$ cat src/rtl/lc3_pkg.sv
// Shared definitions for the LC-3 instruction encoder: field formats,
// field widths, and the fit-check / packing helpers.
package lc3_pkg;

  typedef enum logic [2:0] {
    OFF11 = 3'd0,
    OFF9  = 3'd1,
    OFF6  = 3'd2,
    IMM5  = 3'd3,
    REG   = 3'd4,
    TRAP8 = 3'd5
  } fmt_e;

  localparam int W_OFF11 = 11;
  localparam int W_OFF9  = 9;
  localparam int W_OFF6  = 6;
  localparam int W_IMM5  = 5;
  localparam int W_TRAP8 = 8;

  typedef struct packed {
    logic        fit;
    logic [15:0] ir;
  } s1_t;

  // Signed fit: bits [15:w-1] must all be copies of the sign bit.
  function automatic logic sfits(input logic [15:0] v, input int w);
    logic [15:0] m;
    m = 16'hFFFF << (w - 1);
    return ((v & m) == 16'h0000) || ((v & m) == m);
  endfunction

  function automatic logic fits(input logic [2:0] fmt, input logic [15:0] v);
    case (fmt)
      OFF11:   return sfits(v, W_OFF11);
      OFF9:    return sfits(v, W_OFF9);
      OFF6:    return sfits(v, W_OFF6);
      IMM5:    return sfits(v, W_IMM5);
      REG:     return 1'b1;
      TRAP8:   return (v >> W_TRAP8) == 16'h0000;
      default: return 1'b0;
    endcase
  endfunction

  function automatic logic [15:0] pack(input logic [3:0] op, input logic [2:0] fmt,
                                       input logic [2:0] dr, input logic [2:0] sr1,
                                       input logic [15:0] v);
    logic [11:0] lo;
    case (fmt)
      OFF11:   lo = {1'b1, v[10:0]};
      OFF9:    lo = {dr, v[8:0]};
      OFF6:    lo = {dr, sr1, v[5:0]};
      IMM5:    lo = {dr, sr1, 1'b1, v[4:0]};
      REG:     lo = {dr, sr1, 3'b000, v[2:0]};
      TRAP8:   lo = {4'h0, v[7:0]};
      default: lo = 12'h000;
    endcase
    return {op, lo};
  endfunction

endpackage

$ cat src/rtl/lc3_ir_fifo2.sv
// Two-entry 16-bit FIFO; head is always visible on dout, count is registered.
module lc3_ir_fifo2 (
  input  logic        clk,
  input  logic        reset,
  input  logic        push,
  input  logic [15:0] din,
  input  logic        pop,
  output logic [15:0] dout,
  output logic [1:0]  count
);

  logic [1:0][15:0] mem;
  logic             wp, rp;

  always_ff @(posedge clk) begin
    if (reset) begin
      mem   <= '0;
      wp    <= 1'b0;
      rp    <= 1'b0;
      count <= 2'd0;
    end else begin
      if (push) begin
        mem[wp] <= din;
        wp      <= ~wp;
      end
      if (pop) rp <= ~rp;
      count <= count + {1'b0, push} - {1'b0, pop};
    end
  end

  assign dout = mem[rp];

endmodule

$ cat src/rtl/lc3_ir_encoder.sv
// LC-3 instruction word encoder: fit-check and pack into s1, then push
// fitting words into a 2-deep FIFO; words that do not fit are dropped and counted.
module lc3_ir_encoder
  import lc3_pkg::*;
(
  input  logic        clk,
  input  logic        reset,
  input  logic        in_valid,
  output logic        in_ready,
  input  logic [3:0]  opcode,
  input  logic [2:0]  fmt,
  input  logic [2:0]  dr,
  input  logic [2:0]  sr1,
  input  logic [15:0] value,
  output logic [15:0] ir_out,
  output logic        out_valid,
  input  logic        out_ready,
  output logic        err_pulse,
  output logic [7:0]  err_count
);

  s1_t        s1_q, s1_d;
  logic       s1_valid;
  logic [1:0] fcnt;
  logic       room, s1_adv, push, pop, drop;

  always_comb begin
    s1_d     = '0;
    s1_d.fit = fits(fmt, value);
    s1_d.ir  = pack(opcode, fmt, dr, sr1, value);
  end

  // fcnt is registered, so in_ready never depends on out_ready this cycle.
  assign room     = fcnt < 2'd2;
  assign s1_adv   = s1_valid && (!s1_q.fit || room);
  assign push     = s1_valid && s1_q.fit && room;
  assign drop     = s1_valid && !s1_q.fit;
  assign in_ready = !s1_valid || s1_adv;
  assign out_valid = fcnt != 2'd0;
  assign pop      = out_valid && out_ready;

  always_ff @(posedge clk) begin
    if (reset) begin
      s1_valid  <= 1'b0;
      s1_q      <= '0;
      err_pulse <= 1'b0;
      err_count <= 8'd0;
    end else begin
      if (in_valid && in_ready) begin
        s1_valid <= 1'b1;
        s1_q     <= s1_d;
      end else if (s1_adv) begin
        s1_valid <= 1'b0;
      end
      err_pulse <= drop;
      if (drop && err_count != 8'hFF) err_count <= err_count + 8'd1;
    end
  end

  lc3_ir_fifo2 u_fifo (
    .clk   (clk),
    .reset (reset),
    .push  (push),
    .din   (s1_q.ir),
    .pop   (pop),
    .dout  (ir_out),
    .count (fcnt)
  );

endmodule

$ cat config.mk
export PLATFORM = sky130hd
export DESIGN_NAME = lc3_ir_encoder
export DESIGN_NICKNAME = d
export VERILOG_FILES = /design/src/rtl/lc3_pkg.sv /design/src/rtl/lc3_ir_fifo2.sv /design/src/rtl/lc3_ir_encoder.sv
export SDC_FILE = /design/constraint.sdc
export NUM_CORES = 1
export LEC_CHECK = 0
export ABC_AREA = 1
export CORE_UTILIZATION = 44
export CTS_CLUSTER_SIZE = 24
export DETAILED_ROUTE_END_ITERATION = 8
export DONT_BUFFER_PORTS = 1
export GPL_TIMING_DRIVEN = 0
export HOLD_SLACK_MARGIN = 0.03
export MAX_ROUTING_LAYER = met4
export SETUP_SLACK_MARGIN = 0.2
export SKIP_CTS_REPAIR_TIMING = 1
export SLEW_MARGIN = 20
export SYNTH_ARGS = -nofsm -noshare
export SYNTH_HDL_FRONTEND = slang
export SYNTH_SLANG_ARGS = --single-unit
export TNS_END_PERCENT = 50
$ cat constraint.sdc
create_clock -name clk -period 4.5 [get_ports clk]
set_input_delay 0.45 -clock clk [delete_from_list [all_inputs] [get_ports clk]]
set_output_delay 0.45 -clock clk [all_outputs]
set_load 0.005 [all_outputs]
==> results of run 1 <==
[flip-flops by register name, summed over array words and instances, names as in the netlist]
name,flops
u_fifo.mem,32
s1_q,17
err_count,8
u_fifo.count,2
err_pulse,1
s1_valid,1
u_fifo.rp,1
u_fifo.wp,1
[layer usage]
metal / part of all wire / vias up / track usage / wire (um)
li1: - / 1358 / - / -
met1: 0.45 / 1169 / 0.2648 / 3035
met2: 0.47 / 63 / 0.3793 / 3159
met3: 0.074 / 9 / 0.07033 / 500
met4: 0.0090 / 0 / 0.06316 / 61
met5: 0 / - / - / 0
[cell families after synthesis]
kind of cell | Yosys count
compound gates | 106
simple gates | 180
fa+ha+maj | 3
buf+inv | 59
flops | 63
xor+xnor | 3
[synth_stat cells, drive strengths merged]
master	number
nand2	89
clkbuf	10
a21oi	37
nor3	3
nor2	67
xnor2	1
a32o	1
dfxtp	63
o21a	1
nand3	15
buf	6
o211ai	3
or2	1
and3	1
nand4	2
and2	1
o21bai	1
nor4	1
inv	43
ha	3
o21ai	63
xor2	2
[worst min-delay path by stage]
stage	depth (start not counted)	endpoint	slack, ns
finish	2	s1_q[4]	0.28
floorplan	2	u_fifo.mem[16]	0.42
global route	2	s1_q[4]	0.27
detailed placement	2	u_fifo.mem[20]	0.44
CTS	2	s1_q[4]	0.26
global placement	2	u_fifo.mem[28]	0.43
[worst max-delay path, stage by stage, from the launching register on]
cell and delay, ns:
dfxtp_1 0.30, inv_1 0.16, clkbuf_1 0.44, nand2_1 0.08
o21ai_0 0.17
[per-stage QoR]
step	utilization	worst slack, ns	power [mW]	cell area, um2
floorplan	-	3.039	0.6755	2850
global placement	0.4830	2.838	0.7038	2944
detailed placement	0.4830	2.790	0.7065	2944
CTS	0.5142	2.563	1.183	3134
global route	0.5142	2.417	1.222	3134
finish	0.5142	2.568	1.171	3134
[power by group through the flow]
stage / Clock [mW] / Sequential [mW] / Combinational [mW]
floorplan: 0 / 0.596 / 0.0792
global placement: 0 / 0.601 / 0.103
global route: 0.512 / 0.590 / 0.121
CTS: 0.488 / 0.589 / 0.106
finish: 0.477 / 0.589 / 0.105
detailed placement: 0 / 0.601 / 0.105
[final cells by class]
class / instances / share of cell area
inverter: 43 / 0.05309
clock inverter: 4 / 0.01437
tap: 75 / 0.02994
buffer: 16 / 0.02076
multi-input combinational: 292 / 0.4331
clock buffer: 12 / 0.04631
sequential: 63 / 0.4024
==> results.toml, run 1 <==
[routing]
drt_iter0_markers = 155
ant_nets = 0
wl_per_cell_um = 13.38
route.detailed.drc = 0
vias = 2599
vias_per_cell = 5.147
dr.pass1.iters = 4
wl_um = 6757

[final_layout]
layout.nets = 461
final_common_cell = "nand2_1"
nFillCells = 659
diodes = 0
stdcell_count = 505
multi_input_area_um2 = 1358
regArea_um2 = 1261
area_growth_pct = 9.965
drive_gt1_frac = 0.06512
final_cell_mix = "nand2_1 (87), nor2_1 (64), o21ai_0 (63), dfxtp_1 (63), inv_1 (40)"

[power_and_ir_drop]
seq_power_share = 0.503
clkPwrFrac = 0.407
cellLeakagePower_nw = 1.300
ir_drop_mv = 0.2586
pwr-share-comb = 0.090
p_int_uw = 874.4
p_sw_frac = 0.2534
netSwitchingPower_uw = 296.7
p_per_area_nw_per_um2 = 373.7

[die]
placementRows = 28
dieArea_um2 = 6804
start_util = 0.4676
die_h_um = 82.49
top_level_ports = 60
die_width_um = 82.49
coreArea_um2 = 6096

[global_routing]
antenna_found_initial = 0
grt_use_total = 0.2281
grt_remaining_overflow = 0
grt_max_degree = 11
grt_pass1_wl_um = 11280
grt_pass1_vias = 2451

[critical_path]
endpoint_kind = "output pin"
crit_fanout = 10
setup.worst_path.end = "ir_out[1]"
required_ns = 4.05
r2r_start = "u_fifo.count[1]"
critPathArrivalTime_ns = 1.48
reg2reg_depth = 10
startpoint = "u_fifo.rp"
startpoint_type = "flip-flop"
path_class = "flip-flop to output pin"
r2r_slack_ns = 2.86
r2r_end = "u_fifo.count[1]"

[sta]
min_period_over_period = 0.4293
whs_ns = 0.2846
slew_violations = 0
skew_ns = 0.01072
fmax_mhz = 517.6
setup_violations = 0
min_period_ns = 1.932
worst_slew_pin_slew_ns = 0.5110
setup_tns_ns = 0
relSlewSlack = 0.6593
grt_setup_unrepaired = "no"
final-hold-violation-count = 0

[placement]
dp_hpwl_um = 4993
place_congestion = 0.8174
port_buffers = 0
place_inst = 489

[logic_synthesis]
synth_fa_ha_area_frac = 0.01317
avgSynthCellArea_um2 = 6.885
ys_seq_elements = 63
synth_compound_area_frac = 0.1936
syn-instance-count = 414
yosys.area.top_type_share = 0.4425
synth_top_area_cell = "dfxtp_1"
synth_cell_type_count = 29
ys.warnings.count = 0
yosys.area_share.simple = 0.2603
synth_top_family_by_area = "simple AND/OR/NAND/NOR gates"
synth_area_leaders = "dfxtp_1 (44%), nand2_1 (11%), o21ai_0 (11%)"
syn-num-nets = 450
ys_seq_area_frac = 0.4425
synth_xor_area_frac = 0.009219
syn_area_um2 = 2850
synth_mux_area_frac = 0

[clock_network]
cts_sinks = 63
numCtsBuffers = 9
cts_tree = "done"
cts-htree-levels = 3
cts.path.max_buffers = 2
root_buffer = "clkbuf_8"
cts.clk_slew.worst_paths_ns = 0.07
clkLatencyLatePin_ns = 0.34

[job]
max_cap_viol_count = 0

[min_path]
hold_path.class = "input port to flip-flop"
hp-start = "value[4]"

[outcome]
status = "finished, final reports clean"
No activity file was read; power rests on OpenSTA's default activity.
==> run 2: changes to the inputs <==
clock period = 1.9 ns   (was 4.5 ns; I/O delays follow)
==> run 2 against run 1 <==
  * Worst setup slack lost 2.3 ns
  * Total power grew 140%
  * Critical path type is now flip-flop to flip-flop
  * Final cell count grew 0.40%
  * Highest routed layer unchanged
==> results.toml, run 2 (same netlist as run 1, synthesis figures left out) <==
[clock_network]
numCtsBuffers = 9
cts.path.max_buffers = 2
cts.clk_slew.worst_paths_ns = 0.07
clkLatencyLatePin_ns = 0.34
cts-htree-levels = 3
root_buffer = "clkbuf_8"
cts_tree = "done"
cts_sinks = 63

[routing]
wl_per_cell_um = 13.34
dr.pass1.iters = 4
wl_um = 6762
wirelength_met1_um = 3051
route.detailed.drc = 0
top_layer = "met4"
wl_met3_um = 424
vias = 2620
vias_per_cell = 5.168
ant_nets = 0
drt_iter0_markers = 178
dr_wl_met2_um = 3251

[sta]
final-hold-violation-count = 0
whs_ns = 0.02806
fin_ws_ns = 0.3089
slew_violations = 0
setup_violations = 0
grt_setup_unrepaired = "no"
fmax_mhz = 628.5
min_period_ns = 1.591
relSlewSlack = 0.6623
worst_slew_pin_slew_ns = 0.5065
min_period_over_period = 0.8374
setup_tns_ns = 0
skew_ns = 0.009272

[final_layout]
final_cell_mix = "nand2_1 (85), nor2_1 (64), o21ai_0 (63)"
final_common_cell = "nand2_1"
multi_input_area_um2 = 1375
diodes = 0
regMostFlops = "u_fifo.mem"
nFillCells = 647
regArea_um2 = 1262
final_area_um2 = 3178
reg.largest.list = "u_fifo.mem: 32 flops, s1_q: 17 flops, err_count: 8 flops"
layout.nets = 463
largest_register_ffs = 32
area_growth_pct = 11.50
drive_gt1_frac = 0.08333
final_core_util = 0.5213

[placement]
post-place-ws_ns = 0.2904
post_dp_cell_area_um2 = 2944
place_congestion = 0.8174
dp_hpwl_um = 4993
port_buffers = 0

[outcome]
status = "finished, final reports clean"

[die]
die_h_um = 82.49
start_util = 0.4676
coreArea_um2 = 6096
placementRows = 28
die_width_um = 82.49
dieArea_um2 = 6804
top_level_ports = 60

[critical_path]
critPathArrivalTime_ns = 1.82
crit_family = "simple AND/OR/NAND/NOR gates"
required_ns = 2.12
path_cells = "ha_1 -> nand4_1 -> or2_4 -> nand2_8 -> inv_6 -> o21ai_0 -> a21oi_1"
cp_slowest_stage_delay_ns = 0.42
r2r_slack_ns = 0.31
startpoint_type = "flip-flop"
r2r_end = "err_count[0]"
reg2reg_depth = 7
crit_fanout = 8
endpoint_kind = "flip-flop"
path_class = "flip-flop to flip-flop"
r2r_start = "err_count[0]"
cp_slowest_cell = "dfxtp_1"
startpoint = "err_count[0]"
crit_buf_inv = 1

[power_and_ir_drop]
cellLeakagePower_nw = 1.320
ir_drop_mv = 0.6121
p_per_area_nw_per_um2 = 876.4

[global_routing]
grt_remaining_overflow = 0
grt_use_total = 0.2281
antenna_found_initial = 0
grt_pass1_vias = 2451
grt_max_degree = 11
grt_pass1_wl_um = 11280

[job]
max_cap_viol_count = 0

[min_path]
hold_path.class = "input port to flip-flop"
holdPathStages = 2
worstHoldEndpoint = "s1_q[15]"
hp-start = "opcode[3]"
## run 2: cell types whose count changed in the layout (fill, tap and decap cells not counted), sizes merged
cell,previous run,this run
clkbuf,22,23
buf,6,5
dlygate4sd3,0,2
## run 2: power breakdown
| group | switching [mW] | total [mW] | internal, mW |
|---|---|---|---|
| clock network | 0.489 | 1.12 | 0.636 |
| logic | 0.183 | 0.266 | 0.0827 |
| registers | 0.0314 | 1.39 | 1.36 |
| total | 0.703 | 2.79 | 2.08 |
## run 2: metal layers
metal / global-route usage / vias up
met5: - / -
met4: 0.06316 / 0
met3: 0.07033 / 4
met2: 0.3793 / 67
met1: 0.2648 / 1189
li1: - / 1360
## run 2: metrics by stage
| step | power [mW] | std cells |
|---|---|---|
| floorplan | 1.600 | 414 |
| global placement | 1.667 | 489 |
| detailed placement | 1.673 | 489 |
| CTS | 2.801 | 505 |
| global route | 2.912 | 507 |
| finish | 2.785 | 507 |
## run 2: final cells by class
class	instances	area share
Buffer	16	0.02205
Clock buffer	12	0.04567
Clock inverter	4	0.01417
Inverter	43	0.05236
Multi-Input combinational cell	292	0.4327
Sequential cell	63	0.3972
Tap cell	75	0.02953
Timing Repair Buffer	2	0.006299
## run 2: worst max path at each step
| stage | end | slack, ns | cells after the start |
|---|---|---|---|
| finish | err_count[0] | 0.31 | 7 |
| global route | u_fifo.mem[26] | 0.20 | 6 |
| floorplan | u_fifo.count[1] | 0.44 | 10 |
| global placement | u_fifo.count[1] | 0.32 | 10 |
| detailed placement | u_fifo.count[1] | 0.29 | 10 |
| CTS | ir_out[15] | 0.22 | 4 |
